**config.mk**
```make
export PLATFORM = sky130hd
export DESIGN_NAME = aes_inv_mix_columns
export DESIGN_NICKNAME = d
export VERILOG_FILES = /design/src/rtl/aes_pkg.sv /design/src/rtl/inv_mix_column.sv /design/src/rtl/aes_inv_mix_columns.sv
export SDC_FILE = /design/constraint.sdc
export NUM_CORES = 1
export LEC_CHECK = 0
export BUFFER_PORTS_ARGS = -buffer_cell sky130_fd_sc_hd__buf_2
export CORE_MARGIN = 10
export CORE_UTILIZATION = 55
export DETAILED_ROUTE_END_ITERATION = 8
export GPL_TIMING_DRIVEN = 0
export PLACE_DENSITY = 0.82
export SKIP_CTS_REPAIR_TIMING = 1
export SLEW_MARGIN = 20
export SYNTH_ARGS = -nofsm -noshare
export SYNTH_HDL_FRONTEND = slang
export SYNTH_HIERARCHICAL = 1
export SYNTH_SLANG_ARGS = --single-unit
```
**constraint.sdc**
```tcl
create_clock -name clk -period 5.2 [get_ports clk]
set_input_delay 1.04 -clock clk [delete_from_list [all_inputs] [get_ports clk]]
set_output_delay 1.04 -clock clk [all_outputs]
set_load 0.03 [all_outputs]
```
**src/rtl/aes_pkg.sv**
```systemverilog
// Shared definitions for the AES mix-columns engines: field polynomial,
// column count, engine FSM states and the GF(2^8) xtime helper.
package aes_pkg;

  localparam logic [7:0] GF_POLY  = 8'h1b;
  localparam int         AES_COLS = 4;

  typedef enum logic [1:0] {
    IDLE,
    BUSY,
    DONE
  } mix_state_e;

  // Multiply by x in GF(2^8), reducing by x^8+x^4+x^3+x+1.
  function automatic logic [7:0] xtime(input logic [7:0] x);
    return {x[6:0], 1'b0} ^ (x[7] ? GF_POLY : 8'h00);
  endfunction

endpackage

```
**src/rtl/inv_mix_column.sv**
```systemverilog
// Combinational single-column InvMixColumns (and forward MixColumns when
// AES_MIX_FWD_EN is defined) built from chained xtime products.
module inv_mix_column
  import aes_pkg::*;
(
  input  logic [31:0] col_in,
`ifdef AES_MIX_FWD_EN
  input  logic        fwd,
`endif
  output logic [31:0] col_out
);

  logic [7:0] a  [4];
  logic [7:0] x2 [4];
  logic [7:0] x4 [4];
  logic [7:0] x8 [4];
  logic [7:0] m9 [4];
  logic [7:0] mb [4];
  logic [7:0] md [4];
  logic [7:0] me [4];
  logic [7:0] b  [4];

  always_comb begin
    for (int i = 0; i < 4; i++) begin
      a[i]  = col_in[31-8*i -: 8];
      x2[i] = xtime(a[i]);
      x4[i] = xtime(x2[i]);
      x8[i] = xtime(x4[i]);
      m9[i] = x8[i] ^ a[i];
      mb[i] = x8[i] ^ x2[i] ^ a[i];
      md[i] = x8[i] ^ x4[i] ^ a[i];
      me[i] = x8[i] ^ x4[i] ^ x2[i];
    end
  end

  // Each output row rotates the coefficient row one byte to the right.
  always_comb begin
    col_out = '0;
    for (int i = 0; i < 4; i++) begin
      b[i] = me[i] ^ mb[(i+1)%4] ^ md[(i+2)%4] ^ m9[(i+3)%4];
`ifdef AES_MIX_FWD_EN
      if (fwd) begin
        b[i] = x2[i] ^ x2[(i+1)%4] ^ a[(i+1)%4] ^ a[(i+2)%4] ^ a[(i+3)%4];
      end
`endif
      col_out[31-8*i -: 8] = b[i];
    end
  end

endmodule

```
**src/rtl/aes_inv_mix_columns.sv**
```systemverilog
// Iterative InvMixColumns engine: one column per clock, valid/ready on both
// sides. Define AES_MIX_FWD_EN to add the fwd port and forward MixColumns.
module aes_inv_mix_columns
  import aes_pkg::*;
(
  input  logic         clk,
  input  logic         rst_n,
  input  logic         in_valid,
  output logic         in_ready,
  input  logic [127:0] in_data,
  output logic         out_valid,
  input  logic         out_ready,
`ifdef AES_MIX_FWD_EN
  input  logic         fwd,
`endif
  output logic [127:0] out_data
);

  mix_state_e   state_cur, state_nxt;
  logic [127:0] state_q, state_upd;
  logic [1:0]   col_q;
  logic         load, upd;
  logic [31:0]  col_sel, col_res;

`ifdef AES_MIX_FWD_EN
  logic fwd_q;
`endif

  always_ff @(posedge clk or negedge rst_n) begin
    if (!rst_n) begin
      state_cur <= IDLE;
    end else begin
      state_cur <= state_nxt;
    end
  end

  // in_ready in DONE follows out_ready so a new state can enter on the same
  // edge that the finished one leaves.
  always_comb begin
    state_nxt = state_cur;
    in_ready  = 1'b0;
    load      = 1'b0;
    upd       = 1'b0;
    unique case (state_cur)
      IDLE: begin
        in_ready = 1'b1;
        if (in_valid) begin
          load      = 1'b1;
          state_nxt = BUSY;
        end
      end
      BUSY: begin
        upd = 1'b1;
        if (col_q == 2'(AES_COLS - 1)) begin
          state_nxt = DONE;
        end
      end
      DONE: begin
        if (out_ready) begin
          in_ready = 1'b1;
          if (in_valid) begin
            load      = 1'b1;
            state_nxt = BUSY;
          end else begin
            state_nxt = IDLE;
          end
        end
      end
      default: state_nxt = IDLE;
    endcase
  end

  always_comb begin
    state_upd = state_q;
    col_sel   = state_q[127:96];
    case (col_q)
      2'd0: begin col_sel = state_q[127:96]; state_upd[127:96] = col_res; end
      2'd1: begin col_sel = state_q[95:64];  state_upd[95:64]  = col_res; end
      2'd2: begin col_sel = state_q[63:32];  state_upd[63:32]  = col_res; end
      default: begin col_sel = state_q[31:0]; state_upd[31:0] = col_res; end
    endcase
  end

  inv_mix_column u_col (
    .col_in  (col_sel),
`ifdef AES_MIX_FWD_EN
    .fwd     (fwd_q),
`endif
    .col_out (col_res)
  );

  always_ff @(posedge clk or negedge rst_n) begin
    if (!rst_n) begin
      state_q <= '0;
      col_q   <= '0;
    end else if (load) begin
      state_q <= in_data;
      col_q   <= '0;
    end else if (upd) begin
      state_q <= state_upd;
      col_q   <= col_q + 2'd1;
    end
  end

`ifdef AES_MIX_FWD_EN
  always_ff @(posedge clk or negedge rst_n) begin
    if (!rst_n) begin
      fwd_q <= 1'b0;
    end else if (load) begin
      fwd_q <= fwd;
    end
  end
`endif

  assign out_valid = (state_cur == DONE);
  assign out_data  = state_q;

endmodule
```
==> impl_metrics.csv <==
group,metric,value,unit
run_status,status,"completed",
worst_setup_path,arrival,5.08,ns
die,die_area,0.02443,sq mm
synthesis,synth-edff-count,0,
routing,vias_per_cell,5.762,
placed_design,io_buffers,261,
grt,met3_usage,0.07675,
grt,antenna_found_initial,0,
routing,drtAntennaViolNets,0,
sta,worst_clock_skew,0.01256,ns
grt,grt.met2_usage,0.4410,
grt,grt_pass1_wl,49.11,mm
synthesis,avgSynthCellArea,13.48,sq um
sta,rsz0062_at_grt,"false",
die,die_h,156.3,um
flow_run,max-cap-violations,0,
worst_setup_path,worst_setup_path_start_kind,"flip-flop",
worst_setup_path,crit_slowest_cell,"mux2i_1",
routing,wl_per_cell,25.80,um
cts,htree_levels,4,
worst_setup_path,r2r_setup_slack,0.43,ns
grt,use_met1,0.3289,
sta,fin_setup_tns,0,ns
grt,grt_max_degree,88,
cts,cts_buffers,17,
layout,syn2layout_area_growth,22.33,%
routing,drt_pass1_iterations,6,
worst_setup_path,cpPeakStageDelay,0.68,ns
grt,grt.total_usage,0.2659,
die,ios,262,
worst_setup_path,worst_ep_required_time,5.51,ns
synthesis,synth.distinct_cells,27,
routing,first_iter_violations,511,
grt,grt_busiest_layer,"met2",
worst_setup_path,reg2reg_to,"out_data[61]",
grt,overflow,0,
sta,fin_crit,4.771,ns
routing,wirelength,33.06,mm
layout,antennaDiodeCount,0,
die,start_util,0.5631,
synthesis,async_flop_share,1.000,
cts,cts_root_buf,"clkbuf_16",
worst_setup_path,cp_max_fo,10,
worst_hold_path,worstHoldPathType,"in -> async",
cts,cts_tree,"yes",
sta,finalHoldViolCount,0,
worst_setup_path,criticalPathCategory,"reg -> reg",
sta,worst_slew_pin_slew,1.009,ns
grt,first_global_vias,8107,
synthesis,ys_ff_latch,132,
synthesis,synth_cells,758,
synthesis,mappedNetlistArea,0.01022,sq mm
die,die-width,156.3,um
worst_setup_path,r2r_cells,12,
cts,cts_buffer_depth,2,
synthesis,seq_area_frac_synth,0.3233,
cts,clk_latency,0.43,ns
synthesis,yosys_warnings,6,
placed_design,dp_hpwl,25.07,mm
sta,slew_headroom,0.3273,
cts,clk_pin_slew,0.06,ns
die,core.rowCount,49,
layout,design_area,0.01250,sq mm
worst_setup_path,crit_end,"out_data[61]",
placed_design,place_congestion,0.9836,
sta,finalMaxSlewViolations,0,
worst_setup_path,crit_start,"col_q[0]",
layout,finish.net_count,1175,
sta,period_share,0.9175,
worst_setup_path,regToRegStartpoint,"col_q[0]",
die,coreArea,0.01815,sq mm
sta,setup_viol,0,
layout,drive_gt1_frac,0.5713,
synthesis,ys.flop_type,"dfrtp_1",
routing,num_vias,7381,
sta,clock.fmax,209.6,MHz
routing,drcViolationCount,0,
synthesis,syn_nets,894,
worst_setup_path,critPathCaptureType,"flip-flop",
cts,clock-sinks,132,
layout,final_util,0.6888,
worst_setup_path,worstPathCellList,"inv_1 -> ha_1 -> buf_2 -> clkbuf_1 -> a222oi_1 -> mux2i_1 -> xor2_1 -> xnor2_1 -> xor2_1 -> xor3_1 -> mux2_2 -> mux2_2",
layout,fill_cells,1356,
placed_design,place_area,0.01185,sq mm
==> final cells by class <==
type	count	area, sq um	area share
Tap cell	229	286.5	0.02292
Clock buffer	23	478.0	0.03823
Sequential cell	132	3303	0.2642
Timing Repair Buffer	262	1344	0.1075
Multi-Input combinational cell	528	6215	0.4971
Clock inverter	9	173.9	0.01391
Buffer	62	565.5	0.04524
Inverter	36	135.1	0.01081
==> registers in the layout (all words and copies together) (netlist names) <==
signal / cells
out_data: 128
col_q: 2
state_cur: 2
==> through the flow <==
| step | hold WS [ns] | std cells | setup WS (ns) |
|---|---|---|---|
| after floorplan | 0.5382 | 758 | 1.457 |
| final | 0.4989 | 1281 | 0.4288 |
| after detailed placement | 0.5865 | 1249 | 0.5351 |
| after global routing | 0.5199 | 1281 | 0.3750 |
| after global placement | 0.5667 | 1248 | 0.6055 |
| after CTS | 0.5138 | 1281 | 0.4928 |
==> cells in the mapped netlist (5+ instances only) <==
library cell	n	area share
mux2_2	156	0.17
dfrtp_1	132	0.32
xnor2_1	121	0.10
mux2_4	100	0.15
inv_1	35	0.013
xor2_1	35	0.030
mux2i_1	33	0.032
a222oi_1	32	0.031
xnor3_1	26	0.057
buf_6	16	0.018
clkbuf_1	16	0.0059
buf_2	12	0.0059
buf_12	11	0.022
buf_4	5	0.0037
==> critical path, delay by kind of cell, from the launching register on <==
kind	cells	cell delay, ns
multiplexers	3	1.24
AO/OA/AOI/OAI	1	0.25
adder cells (fa/ha/maj)	1	0.14
XOR/XNOR	4	1.69
flip-flops	1	0.42
buffers and inverters	3	0.91
==> routing by layer <==
metal | wire length (um) | up-vias
met3 | 2786 | 44
met1 | 13550 | 3719
li1 | - | 3261
met5 | 0 | -
met2 | 16010 | 357
met4 | 703 | 0
==> how the worst min path moves through the flow <==
stage	slack [ns]	start	depth (start not counted)	to
global placement	0.57	col_q[1]	2	col_q[1]
global route	0.52	rst_n	1	out_data[105]
floorplan	0.54	col_q[1]	2	col_q[1]
detailed placement	0.59	state_cur[1]	1	state_cur[0]
finish	0.50	rst_n	1	out_data[105]
CTS	0.51	rst_n	1	out_data[105]
==> placed cells by master, fill, tap and decap left out, drive strengths merged <==
cell type | Yosys | layout
a222oi | 32 | 32
and2b | 1 | 1
buf | 46 | 308
bufinv | 0 | 5
clkbuf | 16 | 39
clkinv | 0 | 4
dfrtp | 132 | 132
ha | 4 | 4
inv | 36 | 36
mux2 | 256 | 256
mux2i | 33 | 33
nand3b | 4 | 4
nor2 | 4 | 4
nor2b | 1 | 1
nor3b | 1 | 1
o211ai | 1 | 1
o31ai | 2 | 2
xnor2 | 123 | 123
xnor3 | 28 | 28
xor2 | 35 | 35
xor3 | 3 | 3
==> kinds of logic after synthesis <==
group,after synthesis,share of synthesized area
mux,289,0.3512
xor+xnor,189,0.2058
flops,132,0.3233
buf+inv,98,0.06857
compound gates,35,0.03490
simple gates,11,0.01139
fa+ha+maj,4,0.004898
Power is left out: the tool's default activity adds up to more than one toggle a clock period on the data nets, which glitch-free logic cannot reach.
